File: config.mk
export PLATFORM = sky130hd
export DESIGN_NAME = fpu_status_ctrl
export DESIGN_NICKNAME = d
export VERILOG_FILES = /design/src/rtl/fpu_status_ctrl.sv
export SDC_FILE = /design/constraint.sdc
export NUM_CORES = 1
export LEC_CHECK = 0
export CORE_ASPECT_RATIO = 0.7
export CORE_MARGIN = 3
export CORE_UTILIZATION = 46
export CTS_CLUSTER_DIAMETER = 100
export DETAILED_ROUTE_END_ITERATION = 10
export PLACE_DENSITY = 0.84
export SLEW_MARGIN = 20
export SYNTH_ARGS = -nofsm -noshare
export SYNTH_HDL_FRONTEND = slang
export SYNTH_SLANG_ARGS = --single-unit
File: constraint.sdc
create_clock -name clk -period 2.2 [get_ports clk]
set_input_delay 0.33 -clock clk [delete_from_list [all_inputs] [get_ports clk]]
set_output_delay 0.33 -clock clk [all_outputs]
set_load 0.01 [all_outputs]
File: src/rtl/fpu_status_ctrl.sv
// FP exception status/control: sticky IEEE flags, trap enables + rounding mode, trap handshake.
// Latency: flags, CAUSE and trap_req update one cycle after the accepting edge; CSR reads are combinational.
// Backpressure: ieee_ready drops while a trap is pending. Optional trap counter under FPU_STATUS_TRAPCNT_EN.
module fpu_status_ctrl #(
    parameter int unsigned CNT_W  = 16,
    parameter logic [1:0]  RM_RST = 2'b00
) (
    input  logic       clk,
    input  logic       rst_n,
    input  logic       ieee_valid,
    input  logic [4:0] IEEEp,
    output logic       ieee_ready,
    input  logic       csr_wr,
    input  logic [1:0] csr_addr,
    input  logic [7:0] csr_wdata,
    output logic [7:0] csr_rdata,
    output logic       OVFen,
    output logic       UNFen,
    output logic [1:0] rm,
    output logic       trap_req,
    input  logic       trap_ack,
    output logic [4:0] trap_cause
);

    typedef enum logic {
        S_IDLE = 1'b0,
        S_TRAP = 1'b1
    } state_t;

    state_t     r_state;
    state_t     w_state_nxt;
    logic [4:0] r_flags;
    logic [6:0] r_ctrl;
    logic [4:0] r_cause;

    logic       w_accept;
    logic [4:0] w_hit;
    logic       w_trap_entry;
    logic       w_wr_flags;
    logic       w_wr_ctrl;
    logic       w_wr_cause;
    logic [4:0] w_flags_nxt;
    logic       w_unused;

    assign w_wr_flags = csr_wr && (csr_addr == 2'd0);
    assign w_wr_ctrl  = csr_wr && (csr_addr == 2'd1);
    assign w_wr_cause = csr_wr && (csr_addr == 2'd2);

    assign w_accept = ieee_valid && (r_state == S_IDLE);
    // Trap decision deliberately uses the pre-edge enables; a same-cycle CTRL write applies next op.
    assign w_hit    = IEEEp & r_ctrl[4:0];

    // Software write and hardware flags merge so no raised flag is ever dropped.
    assign w_flags_nxt = (w_wr_flags ? csr_wdata[4:0] : r_flags) | (w_accept ? IEEEp : 5'b0);

    always_comb begin
        w_state_nxt  = r_state;
        w_trap_entry = 1'b0;
        case (r_state)
            S_IDLE: begin
                if (w_accept && (w_hit != 5'b0)) begin
                    w_state_nxt  = S_TRAP;
                    w_trap_entry = 1'b1;
                end
            end
            S_TRAP: begin
                if (trap_ack) begin
                    w_state_nxt = S_IDLE;
                end
            end
            default: w_state_nxt = S_IDLE;
        endcase
    end

    always_ff @(posedge clk) begin
        if (!rst_n) begin
            r_state <= S_IDLE;
            r_flags <= 5'b0;
            r_ctrl  <= {RM_RST, 5'b0};
            r_cause <= 5'b0;
        end else begin
            r_state <= w_state_nxt;
            r_flags <= w_flags_nxt;
            if (w_wr_ctrl) begin
                r_ctrl <= csr_wdata[6:0];
            end
            if (w_trap_entry) begin
                r_cause <= w_hit;
            end else if (w_wr_cause) begin
                r_cause <= csr_wdata[4:0];
            end
        end
    end

`ifdef FPU_STATUS_TRAPCNT_EN
    logic [CNT_W-1:0] r_trapcnt;

    // A clear wins over a same-cycle increment.
    always_ff @(posedge clk) begin
        if (!rst_n) begin
            r_trapcnt <= '0;
        end else if (csr_wr && (csr_addr == 2'd3)) begin
            r_trapcnt <= '0;
        end else if (w_trap_entry && (r_trapcnt != {CNT_W{1'b1}})) begin
            r_trapcnt <= r_trapcnt + 1'b1;
        end
    end

    assign w_unused = csr_wdata[7];
`else
    assign w_unused = csr_wdata[7] ^ (CNT_W == 0);
`endif

    always_comb begin
        csr_rdata = 8'h00;
        case (csr_addr)
            2'd0:    csr_rdata = {3'b000, r_flags};
            2'd1:    csr_rdata = {1'b0, r_ctrl};
            2'd2:    csr_rdata = {3'b000, r_cause};
`ifdef FPU_STATUS_TRAPCNT_EN
            2'd3:    csr_rdata = 8'(r_trapcnt);
`endif
            default: csr_rdata = 8'h00;
        endcase
    end

    assign ieee_ready = (r_state == S_IDLE);
    assign trap_req   = (r_state == S_TRAP);
    assign trap_cause = r_cause;
    assign OVFen      = r_ctrl[2];
    assign UNFen      = r_ctrl[1];
    assign rm         = r_ctrl[6:5];

endmodule
==> results of run 1 <==
==> power groups by stage <==
stage          logic (mW)  clock network (mW)  registers [mW]
2_1_floorplan      0.0821                   0           0.364
3_3_place_gp        0.168                   0           0.362
3_5_place_dp        0.174                   0           0.363
4_1_cts             0.173               0.220           0.356
5_1_grt             0.186               0.239           0.359
6_report            0.173               0.219           0.357
==> cell families (layout without fill, tap and decap cells) <==
kind of cell,Yosys count,count (layout),share of synthesized area (%)
multiplexers,13,13,13.2
AND/OR/NAND/NOR,41,41,22.9
AO/OA/AOI/OAI,28,28,20.1
flip-flops,18,18,35.6
other,1,1,0.371
buffers and inverters,11,48,7.80
==> what timing repair did <==
item	in CTS	in global routing
pin swaps	0	0
gates resized for setup	5	1
setup endpoints to repair	5	1
==> worst min path at each step <==
stage | startpoint | end | slack (ps) | depth (start not counted)
global route | r_ctrl[5] | r_ctrl[5] | 510 | 2
CTS | r_ctrl[5] | r_ctrl[5] | 490 | 2
global placement | r_ctrl[5] | r_ctrl[5] | 460 | 2
finish | r_ctrl[5] | r_ctrl[5] | 490 | 2
detailed placement | r_ctrl[5] | r_ctrl[5] | 470 | 2
floorplan | r_ctrl[5] | r_ctrl[5] | 450 | 2
==> final cells by class <==
cell class	instances	area, µm²	area share, %
Timing Repair Buffer	43	435	30.1
Inverter	1	3.75	0.260
Sequential cell	18	360	24.9
Tap cell	30	37.5	2.60
Clock buffer	4	36.3	2.51
Multi-Input combinational cell	83	572	39.6
==> metrics by stage <==
stage / utilization, % / setup TNS [ps]
6_report: 73.4 / 0
5_1_grt: 73.4 / 0
4_1_cts: 73.3 / 0
3_5_place_dp: 71.7 / -288
3_3_place_gp: 71.7 / -30.2
2_1_floorplan: - / 0
==> critical path, delay by kind of cell <==
family                 cells  cell delay, ps
and+or+nand+nor            2             220
AOI/OAI and AO/OA          1              70
buffers and inverters      3            1180
==> layer usage <==
metal / vias to the layer above / routed length [µm] / GRT usage, %
li1: 472 / - / -
met1: 484 / 1210 / 27.7
met5: - / 0 / 0
met4: 0 / 55 / 8.47
met2: 60 / 1380 / 39.0
met3: 8 / 286 / 7.43
==> registers in the layout, summed over array words and instances (netlist names) <==
name,flops
r_ctrl,7
r_flags,5
trap_req,1
trap_cause,5
==> cells in the final DEF (no fill, tap or decap), types with 2 or more instances in the layout <==
master	n
mux2i_1	10
buf_12	2
a21boi_1	5
a32o_1	2
dfxtp_1	18
clkdlybuf4s50_1	31
nand3_1	13
o211a_1	2
buf_4	5
dlygate4sd2_1	4
mux2_2	3
a21boi_0	7
and2_1	3
clkbuf_4	3
o21ai_0	8
nand2_1	19
==> run summary, run 1 <==
The final weighted congestion in routability-driven placement came out at a little over 0.8. In this run the cell area measured after placement is roughly 1400 µm². In this run the standard cell core region covers ~2000 µm². The overall overflow remaining after global route is 0. Dividing the detail-routed via count by the number of cells gives around 5.7.

The synthesized design spends more area on one cell type than any other, namely dfxtp_1. The first-pass iteration count of the detailed router came out at 4. The flow ran to the end, and the final reports show no timing, DRC or antenna violations.

The cell at the root of the clock tree is clkbuf_4. The cts-stage hold buffer count came out at 0. The kind of end point of the critical path is a primary output.

The width of the die came out at ~62 µm. The number of enable-type register cells in the synthesized netlist is 0. The leakage power of the design came out at 0.594 nW.

The clock transition at the registers of the reported paths is about 110 ps. The worst path meets setup with between 80 and 90 ps of slack. For this block, the via count after detailed routing is 1,024. The maximum achievable frequency came out at ~470 MHz. Of the cells placed in the final design, the portion with a size suffix greater than 1 is between 10% and 20%.

After layout, the minimum clock period comes to ~2100 ps. For this design, the slowest cell found on the critical path is clkdlybuf4s50_1. The share of the clock period used by the worst path after layout came out at roughly 96%.

The distinct cell type count of the synthesized netlist is 25. For the worst setup path, the data arrival time is around 1800 ps. The starting density of the core is 51.4%. The routed wire length per instance came out at ~16 µm. Relative to the synthesized area, the layout overhead comes to 42.9%. The share of synthesized registers carrying an async set or reset came out at 0%. The slew at the pin closest to its max-slew limit came out at 678 ps. The number of global-route vias before repair is about 1.0k. The final hold slack is a little under 500 ps. Sorting the synthesized cells by how often they occur yields 19 x nand2_1, 18 x dfxtp_1, 13 x nand3_1. The nature of the critical path startpoint is a primary input. TritonCTS built the clock tree. The maximum net fanout on the critical path is 14. In the synthesized netlist the dominant register cell turns out to be dfxtp_1. The total count of hold-check failures in the final report is 0.

The critical path in this run is classified as primary input to primary output. The detail route stage leaves a number of antenna-violating nets equal to 0. The total global routing track utilization came out at 23.3%. In the routed design, unresolved DRC markers number 0. The number of antenna diodes in the final layout is 0. The floorplan step set the die height to ~45 µm. The Yosys step of the flow raised 0 warnings. Across the run, the number of max-cap violations was 0. The die area is around 2800 µm². In this run the critical register-to-register path is captured at trap_cause[4]. In this run the cell area of the synthesized design comes to ~1000 µm².

The clock net in this run drives a total of 18 sinks. The final cell area excluding filler cells is ~1400 µm². The row count is 13. The portion of the post-synthesis area used by sequential elements is between 30% and 40%.

The cell-internal power is approximately 540 µW. Averaged over all synthesized cells, the footprint is 9.03 µm². The total count of max-transition violations in the final report came out at 0. Yosys attributes the largest share of cell area to dfxtp_1 36%, mux2i_1 9.9%, nand2_1 7.1%. The data required time at the worst endpoint is roughly 1900 ps. The largest net degree at the start of global routing is 22.

The launch point of the worst reg-to-reg path is r_ctrl[2]. The logic depth of the worst register-to-register path came out at 5. The share of Yosys cell area claimed by the top area cell type came out at between 30% and 40%. The worst slack after detailed placement came out at -113 ps. The final wirelength is between 2000 and 3000 µm. The number of nets at the end of the flow is between 150 and 200. The count of routing violations after the opening detailed-route iteration came out at 44.

The power share of the clock group came out at 29.3%. In this run the worst setup path begins at csr_addr[0]. The highest cell delay on the worst timing path came out at 560 ps. The later pin in the worst-skew pair is clocked with a latency of between 300 and 400 ps. Of the total power, the share spent switching nets is 27.6%. Input and output buffers added on the ports amount to 36. The register-to-register setup slack came out at approximately 700 ps. The path class of the lowest-slack min-delay path is flop to flop.

Traced cell by cell, the critical path runs through clkdlybuf4s50_1, nor2b_4, buf_12, nand2_1, o21ai_0, clkdlybuf4s50_1. In the synthesized netlist, the number of instances is between 100 and 150. The total CTS buffers is 3. Overall power consumption after layout is estimated at about 750 µW. Setup repair after global routing left no endpoint under its margin. The most critical setup path has its endpoint at csr_rdata[2].

The filler cell count is 160. The synthesized net count came out at between 100 and 150. The most repeated cell in the gate-level netlist after synthesis is nand2_1.

In this run, placement finished with an instance count of 175. The HPWL reported at the end of detailed placement is 2120 µm. Clock skew on the completed layout was measured at 10.6 ps. The first-pass GRT wire length came out at approximately 4700 µm.

The max-slew headroom at the worst pin came out at 54.7%. The number of standard cells in the layout, taps in and fillers out came out at ~180. The critical path's most frequent cell is clkdlybuf4s50_1. The switching power came out at between 200 and 250 µW. Across the VDD grid, the largest voltage drop is ~0.31 mV. In this run, the combinational gates consume a little under a quarter of the power. The initial antenna violation count came out at 0. The sequential cell fraction of total power is 47.7%. The power per cell area came out at 518 nW/µm². The number of H-tree levels is 1. The buffer depth of the longest clock path is 2. The number of top-level pins is 39. The buffers inserted during post-CTS setup optimization came out at 0. The final setup violation count is 0. The number of flip-flops and latches in the synthesized netlist is 18.
(Power assumes the default switching activity.)
==> run 2: changes to the inputs <==
--- a/config.mk
+++ b/config.mk
@@ -5,13 +5,13 @@
 export SDC_FILE = /design/constraint.sdc
 export NUM_CORES = 1
 export LEC_CHECK = 0
+export ABC_AREA = 1
 export CORE_ASPECT_RATIO = 0.7
 export CORE_MARGIN = 3
 export CORE_UTILIZATION = 46
 export CTS_CLUSTER_DIAMETER = 100
 export DETAILED_ROUTE_END_ITERATION = 10
 export PLACE_DENSITY = 0.84
-export SLEW_MARGIN = 20
 export SYNTH_ARGS = -nofsm -noshare
 export SYNTH_HDL_FRONTEND = slang
 export SYNTH_SLANG_ARGS = --single-unit
==> run summary, run 2 <==
The largest net degree at the start of global routing came to 16 (-27%). The number of H-tree levels was 1 (unchanged). The tightest min-delay check is of the flop to flop type. The total count of max-transition violations in the final report came out at 0 (unchanged).

The startpoint identified for the worst register-to-register timing path is r_ctrl[2]. The cts-stage hold buffer count is 0 (unchanged). The routed wire length per instance is 13.6 µm (-17%). The met2 routed wirelength is 1300 µm (-6.4%). The total DRC errors in the routed layout came out at 0 (unchanged).

The worst clock skew on the final layout came out at 1.65 ps (-8.95 ps). The final weighted congestion in routability-driven placement is 0.856 (+4.1%). The power share of the clock group came out at 26.9% (-2.4 points).

The most used flip-flop cell after synthesis is dfxtp_1. Ranked by flip-flop count, first place goes to r_ctrl. The number of global-route vias before repair came out at 1,039 (+1.4%). The combinational share of power was 26.2% (+3.1 points). The sum of internal, switching and leakage power came out at 779 µW (+4.1%). The count of routing violations after the opening detailed-route iteration is 94 (+110%). Setup repair after global routing left no endpoint under its margin. The final setup violation count is 0 (unchanged). The post-route core utilization is 71.8% (-1.7 points). The power per cell area came out at 561 nW/µm² (+8.3%). The width of the die came out at 61.4 µm (-1.0%). The data arrival time at the worst-slack endpoint came out at 1760 ps (-30 ps). The HPWL reported at the end of detailed placement came out at 2120 µm (+0.14%). The highest metal layer carrying signal wires in the routed design is met4. The routed length on met1 is 1250 µm (+3.9%). The register-to-register setup slack came out at 880 ps (+180 ps). The cell-internal power came out at 551 µW (+1.8%). The die area came out at 2750 µm² (-2.0%).

The total number of yosys warnings is 0 (unchanged). The number of flip-flops in the largest register came out at 7 (unchanged). The synthesized net count came out at 172 (+30%). The max-capacitance violation count came to 0 (unchanged).

The library cell used most frequently in the layout, excluding fill and tap cells, is nand2_1. The buffer depth of the longest clock path came out at 2 (unchanged). The worst vdd rail ir drop is 0.361 mV (+16%).

The starting density of the core is 51.1% (-0.30 points). The number of buffer cells added on primary ports is 36 (unchanged). The combined flip-flop and latch cell area came out at 360 µm² (unchanged). Clock tree synthesis selected as its root buffer the cell clkbuf_4. The max-slew headroom at the worst pin was 65.1% (+10 points). The critical path in this run is classified as primary input to primary output. The number of enable-type register cells in the synthesized netlist came out at 0 (unchanged). The slew at the pin closest to its max-slew limit came out at 521 ps (-156 ps). The post-synthesis area per instance came to 6.50 µm² (-28%). Sorting the synthesized cells by how often they occur yields 47 x nand2_1, 21 x inv_1, 18 x dfxtp_1.

The highest cell delay on the worst timing path came out at 540 ps (-20 ps). The total global routing track utilization came out at 22.8% (-0.50 points). The row count came out at 13 (unchanged). The worst-skew pair later-pin latency is 300 ps (about the same). The via density per instance is 5.28 (-7.6%). The filler cell count came out at 157 (-1.9%). The sequential cell fraction of total power is 46.9% (-0.8 points). The overall overflow remaining after global route is 0 (unchanged). The data required time at the worst endpoint came out at 1870 ps (about the same). The switching share of power is 29.3% (+1.6 points). The number of top-level pins was 39 (unchanged).

The portion of the post-synthesis area used by sequential elements is 36.5% (+0.81 points). The switching power is 228 µW (+10%). The clock transition at the registers of the reported paths was 100 ps (about the same). The nature of the critical path startpoint is a primary input.

STA classifies the critical path endpoint as a primary output. The total CTS buffers came out at 3 (unchanged). The shortest clock period the worst path allows after layout is 2090 ps (-25.8 ps). The number of flip-flops and latches in the synthesized netlist is 18 (unchanged).

The total inserted antenna cells was 0 (unchanged). The relative area change from synthesis to final layout came out at 40.5%. The final wirelength was 2860 µm (-2.4%). The critical path starts at csr_addr[1].

The share of layout cells above drive strength 1 came to 9.52% (-3.2 points). The critical path depth in cells is 5 (-1). The run finished with clean final reports. The kind of cell adding the most delay to the critical path is buffers and inverters. The leakage power of the design came out at 0.668 nW (+12%). The residual antenna-violating net count after detailed routing came out at 0 (unchanged).

The synthesized instance count came out at 152 (+36%). The share of the clock period used by the worst path after layout came out at 95.1% (-1.2 points). The total number of vias was 1,115 (+8.9%). The detailed-routed wire length on met3 came out at 259 µm (-9.4%). The most critical setup path has its endpoint at csr_rdata[5]. Among the stages of the critical path, the cell type that occurs most often is clkdlybuf4s50_1.

The logic depth of the worst register-to-register path was 6 (+1). The distinct cell type count of the synthesized netlist is 21 (-16%). The cell with the largest stage delay on the worst path is clkdlybuf4s50_1. nand2_1 is the most common cell in the netlist. The worst register-to-register path ends at trap_cause[1]. The clock net sink count is 18 (unchanged). The signal on the critical path passes through clkdlybuf4s50_1, nor2_2, inv_2, nor2_1, clkdlybuf4s50_1. The number of buffer and inverter stages on the critical path is 3 (unchanged).

TritonCTS built the clock tree. In the post-synthesis netlist, the biggest area contributors are dfxtp_1 36%, nand2_1 18%, inv_1 8.0%. The maximum achievable frequency came out at 478 MHz (+1.2%).

The height of the die came out at 44.8 µm (-0.96%). In the layout the commonest cells are 47 x nand2_1, 30 x clkdlybuf4s50_1, 20 x inv_1. The total count of hold-check failures in the final report came out at 0 (unchanged).

The first-pass iteration count of the detailed router is 5 (+1). The share of synthesized registers carrying an async set or reset came out at 0% (unchanged). The initial antenna violation count came out at 0 (unchanged). The first-pass GRT wire length is 4510 µm (-5.0%). The share of Yosys cell area claimed by the top area cell type came out at 36.5% (+0.81 points). The final hold slack came out at 490 ps (+3.71 ps).

The number of nets at the end of the flow is 210 (+24%). The area of the multi-input gates came out at 489 µm² (-14%). The mapped cell area came out at 988 µm² (-2.2%). The cell type with the largest total area after synthesis is dfxtp_1. The maximum net fanout on the critical path is 7 (-7). The core area came out at 1940 µm² (-1.7%).
[run 2: worst register-to-register path, cell delays in order (launching register included)]
cell and delay (ps):
dfxtp_1 340, nand2_1 120, nand3_1 120, o21bai_2 380, nand3_1 130, nand2_1 80, nor2_1 50
[run 2: worst min path at each step]
stage / startpoint / to / slack (ps) / cells after the start
4_1_cts: r_ctrl[5] / r_ctrl[5] / 480 / 2
6_report: r_ctrl[5] / r_ctrl[5] / 490 / 2
2_1_floorplan: r_ctrl[0] / r_ctrl[0] / 440 / 2
3_3_place_gp: r_ctrl[6] / r_ctrl[6] / 450 / 2
5_1_grt: r_ctrl[5] / r_ctrl[5] / 500 / 2
3_5_place_dp: r_ctrl[5] / r_ctrl[5] / 470 / 2
[run 2: kinds of logic (layout without fill, tap and decap cells)]
group | count (synthesis) | in the layout | synth area share, %
compound gates | 28 | 28 | 16.8
flops | 18 | 18 | 36.5
other cells | 1 | 1 | 0.379
simple gates | 74 | 74 | 32.0
buf+inv | 31 | 68 | 14.3
[run 2: power groups by stage]
stage	combinational, mW	clock (mW)	sequential [mW]
after floorplan	0.0999	0	0.376
after global placement	0.200	0	0.371
after detailed placement	0.205	0	0.373
after CTS	0.203	0.214	0.365
after global routing	0.223	0.234	0.369
final	0.204	0.209	0.365
[run 2: what timing repair did]
| item | 4_1_cts | 5_1_grt |
|---|---|---|
| buffers inserted | 0 | 0 |
| endpoints found under the setup margin | 5 | 2 |
| pin swaps | 1 | 0 |
| gates resized for setup | 6 | 2 |
[run 2: routing by layer]
metal | global-route usage (%) | up-vias
li1 | - | 557
met1 | 28.9 | 488
met2 | 34.4 | 64
met3 | 9.14 | 6
met4 | 9.32 | 0
met5 | 0 | -
[run 2: through the flow]
stage	TNS (ps)	cells	instance area, µm²	setup WS [ps]
after CTS	0	211	1380	75.0
after global routing	0	211	1390	53.9
after floorplan	0	152	988	1060
after detailed placement	-196	207	1350	-58.5
after global placement	-126	207	1350	-41.2
final	0	211	1390	107
[run 2: layout make-up]
type,count,share of cell area [%]
multi-input combinational,103,35.2
timing repair buffer,39,27.3
sequential,18,25.9
inverter,25,6.94
clock buffer,4,2.61
tap,22,1.98
==> run 3: changes to the inputs <==
--- a/config.mk
+++ b/config.mk
@@ -8,10 +8,10 @@
 export ABC_AREA = 1
 export CORE_ASPECT_RATIO = 0.7
 export CORE_MARGIN = 3
-export CORE_UTILIZATION = 46
+export CORE_UTILIZATION = 40
 export CTS_CLUSTER_DIAMETER = 100
 export DETAILED_ROUTE_END_ITERATION = 10
-export PLACE_DENSITY = 0.84
+export PLACE_DENSITY = 0.75
 export SYNTH_ARGS = -nofsm -noshare
 export SYNTH_HDL_FRONTEND = slang
 export SYNTH_SLANG_ARGS = --single-unit
==> run summary, run 3 (synthesis gave the netlist of run 2 again) <==
The clock net sink count is 18 (unchanged). The via density per instance came out at 5.06 (-4.3%). The height of the die came to 47.6 µm (+6.3%).

TritonCTS built the clock tree. The routing usage on met1 is 23.7% (-5.2 points). The number of placed instances, taps included came to 220 (+6.3%). Leaving out fill and tap cells, the most frequent cell in the layout is nand2_1.

The number of global-route vias before repair is 1,073 (+3.3%). The sequential cell fraction of total power is 46.3% (-0.6 points). The worst-skew pair later-pin latency is 300 ps (about the same). The worst setup path is of the primary input to primary output kind. The maximum net fanout on the critical path is 7 (unchanged). The starting density of the core is 44.1% (-7.0 points). The power per cell area came out at 549 nW/µm² (-2.1%). STA classifies the critical path endpoint as a primary output. The routed wire length per instance came out at 12.6 µm (-6.8%). The combinational share of power is 26.6% (+0.4 points).

The met2 usage in global routing is 33.2% (-1.2 points). The total CTS buffers was 3 (unchanged). The total global routing track utilization came out at 19.6% (-3.2 points). The cell with the largest stage delay on the worst path is clkdlybuf4s50_1. The register with the most flip-flops in the final layout is r_ctrl. The number of buffer cells added on primary ports came to 36 (unchanged).

The data required time at the worst endpoint was 1870 ps (about the same). The count of routing violations after the opening detailed-route iteration came to 74 (-21%). The max-capacitance violation count came out at 0 (unchanged). The row count is 14 (+1). The number of nets at the end of the flow came out at 214 (+1.9%). The share of layout cells above drive strength 1 came out at 10.9% (+1.4 points). The worst clock skew on the final layout came out at 0.625 ps (-1.02 ps). The maximum achievable frequency is 479 MHz (+0.26%). The total number of vias was 1,138 (+2.1%). The run finished with clean final reports. The residual antenna-violating net count after detailed routing was 0 (unchanged).

The power share of the clock group was 27.1% (+0.2 points). The cell depth of the worst min-delay path is 2 (unchanged). The logic depth of the worst register-to-register path was 6 (unchanged).

The final weighted congestion in routability-driven placement was 0.867 (+1.3%). The first-pass iteration count of the detailed router came out at 6 (+1). The min-delay analysis places its worst path in the category flop to flop.

Setup repair after global routing left no endpoint under its margin. The relative area change from synthesis to final layout came out at 45.3%. The worst vdd rail ir drop came out at 0.263 mV (-27%).

The switching power is 232 µW (+1.8%). The final wirelength came out at 2840 µm (-0.59%). The global-route met3 utilization came out at 6.81% (-2.3 points). The share of the clock period used by the worst path after layout came out at 94.9% (-0.24 points). The total count of max-transition violations in the final report is 0 (unchanged). The register-to-register setup slack is 890 ps (about the same). The number of H-tree levels is 1 (unchanged).

The largest net degree at the start of global routing is 16 (unchanged). The switching share of power is 29.4% (+0.14 points). The die area came out at 3110 µm² (+13%). The sum of internal, switching and leakage power is 789 µW (+1.3%). The number of standard cells in the layout, taps in and fillers out came out at 225 (+6.6%). The width of the die was 65.4 µm (+6.5%).

The buffer depth of the longest clock path came out at 2 (unchanged). The highest cell delay on the worst timing path came to 540 ps (about the same). The number of flip-flops in the largest register is 7 (unchanged). The overall overflow remaining after global route came out at 0 (unchanged).

The number of top-level pins is 39 (unchanged). The shortest clock period the worst path allows after layout came to 2090 ps (-5.37 ps). The critical path goes through clkdlybuf4s50_1, inv_2, nor2_1, inv_2, nor2_1, clkdlybuf4s50_1. The final setup violation count is 0 (unchanged). The layer flagged by global routing as most heavily used is met2. The total DRC errors in the routed layout is 0 (unchanged). The clock transition at the registers of the reported paths came out at 110 ps (about the same).

The cell-internal power is 557 µW (+1.1%). The initial antenna violation count is 0 (unchanged). The core area came out at 2240 µm² (+16%). The leakage power of the design came out at 0.712 nW (+6.6%). STA classifies the critical path startpoint as a primary input.

The first-pass GRT wire length came out at 4520 µm (+0.16%). The HPWL reported at the end of detailed placement was 2110 µm (-0.57%). The total count of hold-check failures in the final report is 0 (unchanged). The data arrival time at the worst-slack endpoint is 1760 ps (about the same). The total inserted antenna cells came out at 0 (unchanged). CTS placed an instance of clkbuf_4 at the clock tree root.

In the layout the commonest cells are 47 x nand2_1, 30 x clkdlybuf4s50_1, 20 x inv_1.
-- run 3: cell types whose count changed in the layout (fill, tap and decap cells not counted) --
cell	change
nor2_2	-1
nor2_1	+1
dlymetal6s2s_1	+2
buf_4	+4
dlygate4sd2_1	-2
-- run 3: power by group through the flow --
| stage | combinational (mW) | sequential, mW | clock (mW) |
|---|---|---|---|
| floorplan | 0.0999 | 0.376 | 0 |
| global placement | 0.204 | 0.371 | 0 |
| detailed placement | 0.209 | 0.372 | 0 |
| global route | 0.230 | 0.368 | 0.232 |
| CTS | 0.210 | 0.365 | 0.216 |
| finish | 0.210 | 0.365 | 0.214 |
-- run 3: per-stage QoR --
step / setup slack [ps] / instance area (µm²) / utilization (%) / hold WS [ps] / TNS, ps
2_1_floorplan: 1060 / 988 / - / 443 / 0
3_3_place_gp: -27.9 / 1390 / 61.9 / 455 / -62.3
3_5_place_dp: -62.9 / 1390 / 61.9 / 467 / -130
4_1_cts: 7.54 / 1430 / 63.7 / 483 / 0
5_1_grt: 0.270 / 1440 / 64.1 / 509 / 0
6_report: 113 / 1440 / 64.1 / 481 / 0
-- run 3: path summary, 6_finish.rpt --
path	startpoint	endpoint
max	csr_addr[0]	csr_rdata[6]
min	r_ctrl[4]	r_ctrl[4]
max reg2reg	r_ctrl[2]	trap_cause[0]
min reg2reg	r_ctrl[4]	r_ctrl[4]
-- run 3: critical path: cells and delay by family --
kind / cells / cell delay (ps)
buffers and inverters: 4 / 1180
and+or+nand+nor: 2 / 240
-- run 3: final cells by class --
class                           instances  area [µm²]
Multi-Input combinational cell        103         487
Timing Repair Buffer                   43         417
Fill cell                             220         806
Sequential cell                        18         360
Clock buffer                            4        36.3
Inverter                               25        96.3
Tap cell                               32        40.0
-- run 3: repair_timing --
item                       in CTS  in global routing
setup buffers                   1                  0
hold endpoints to repair        0                  0
setup endpoints to repair       6                  3
resized for setup               4                  3
hold buffers                    0                  0
-- run 3: per-layer routing --
layer  part of all wire, %  vias to the layer above  wire length [µm]
li1                      -                      562                 -
met1                    44                      515              1260
met2                    47                       59              1330
met3                   8.8                        2               250
met4                  0.35                        0                10
met5                     0                        -                 0
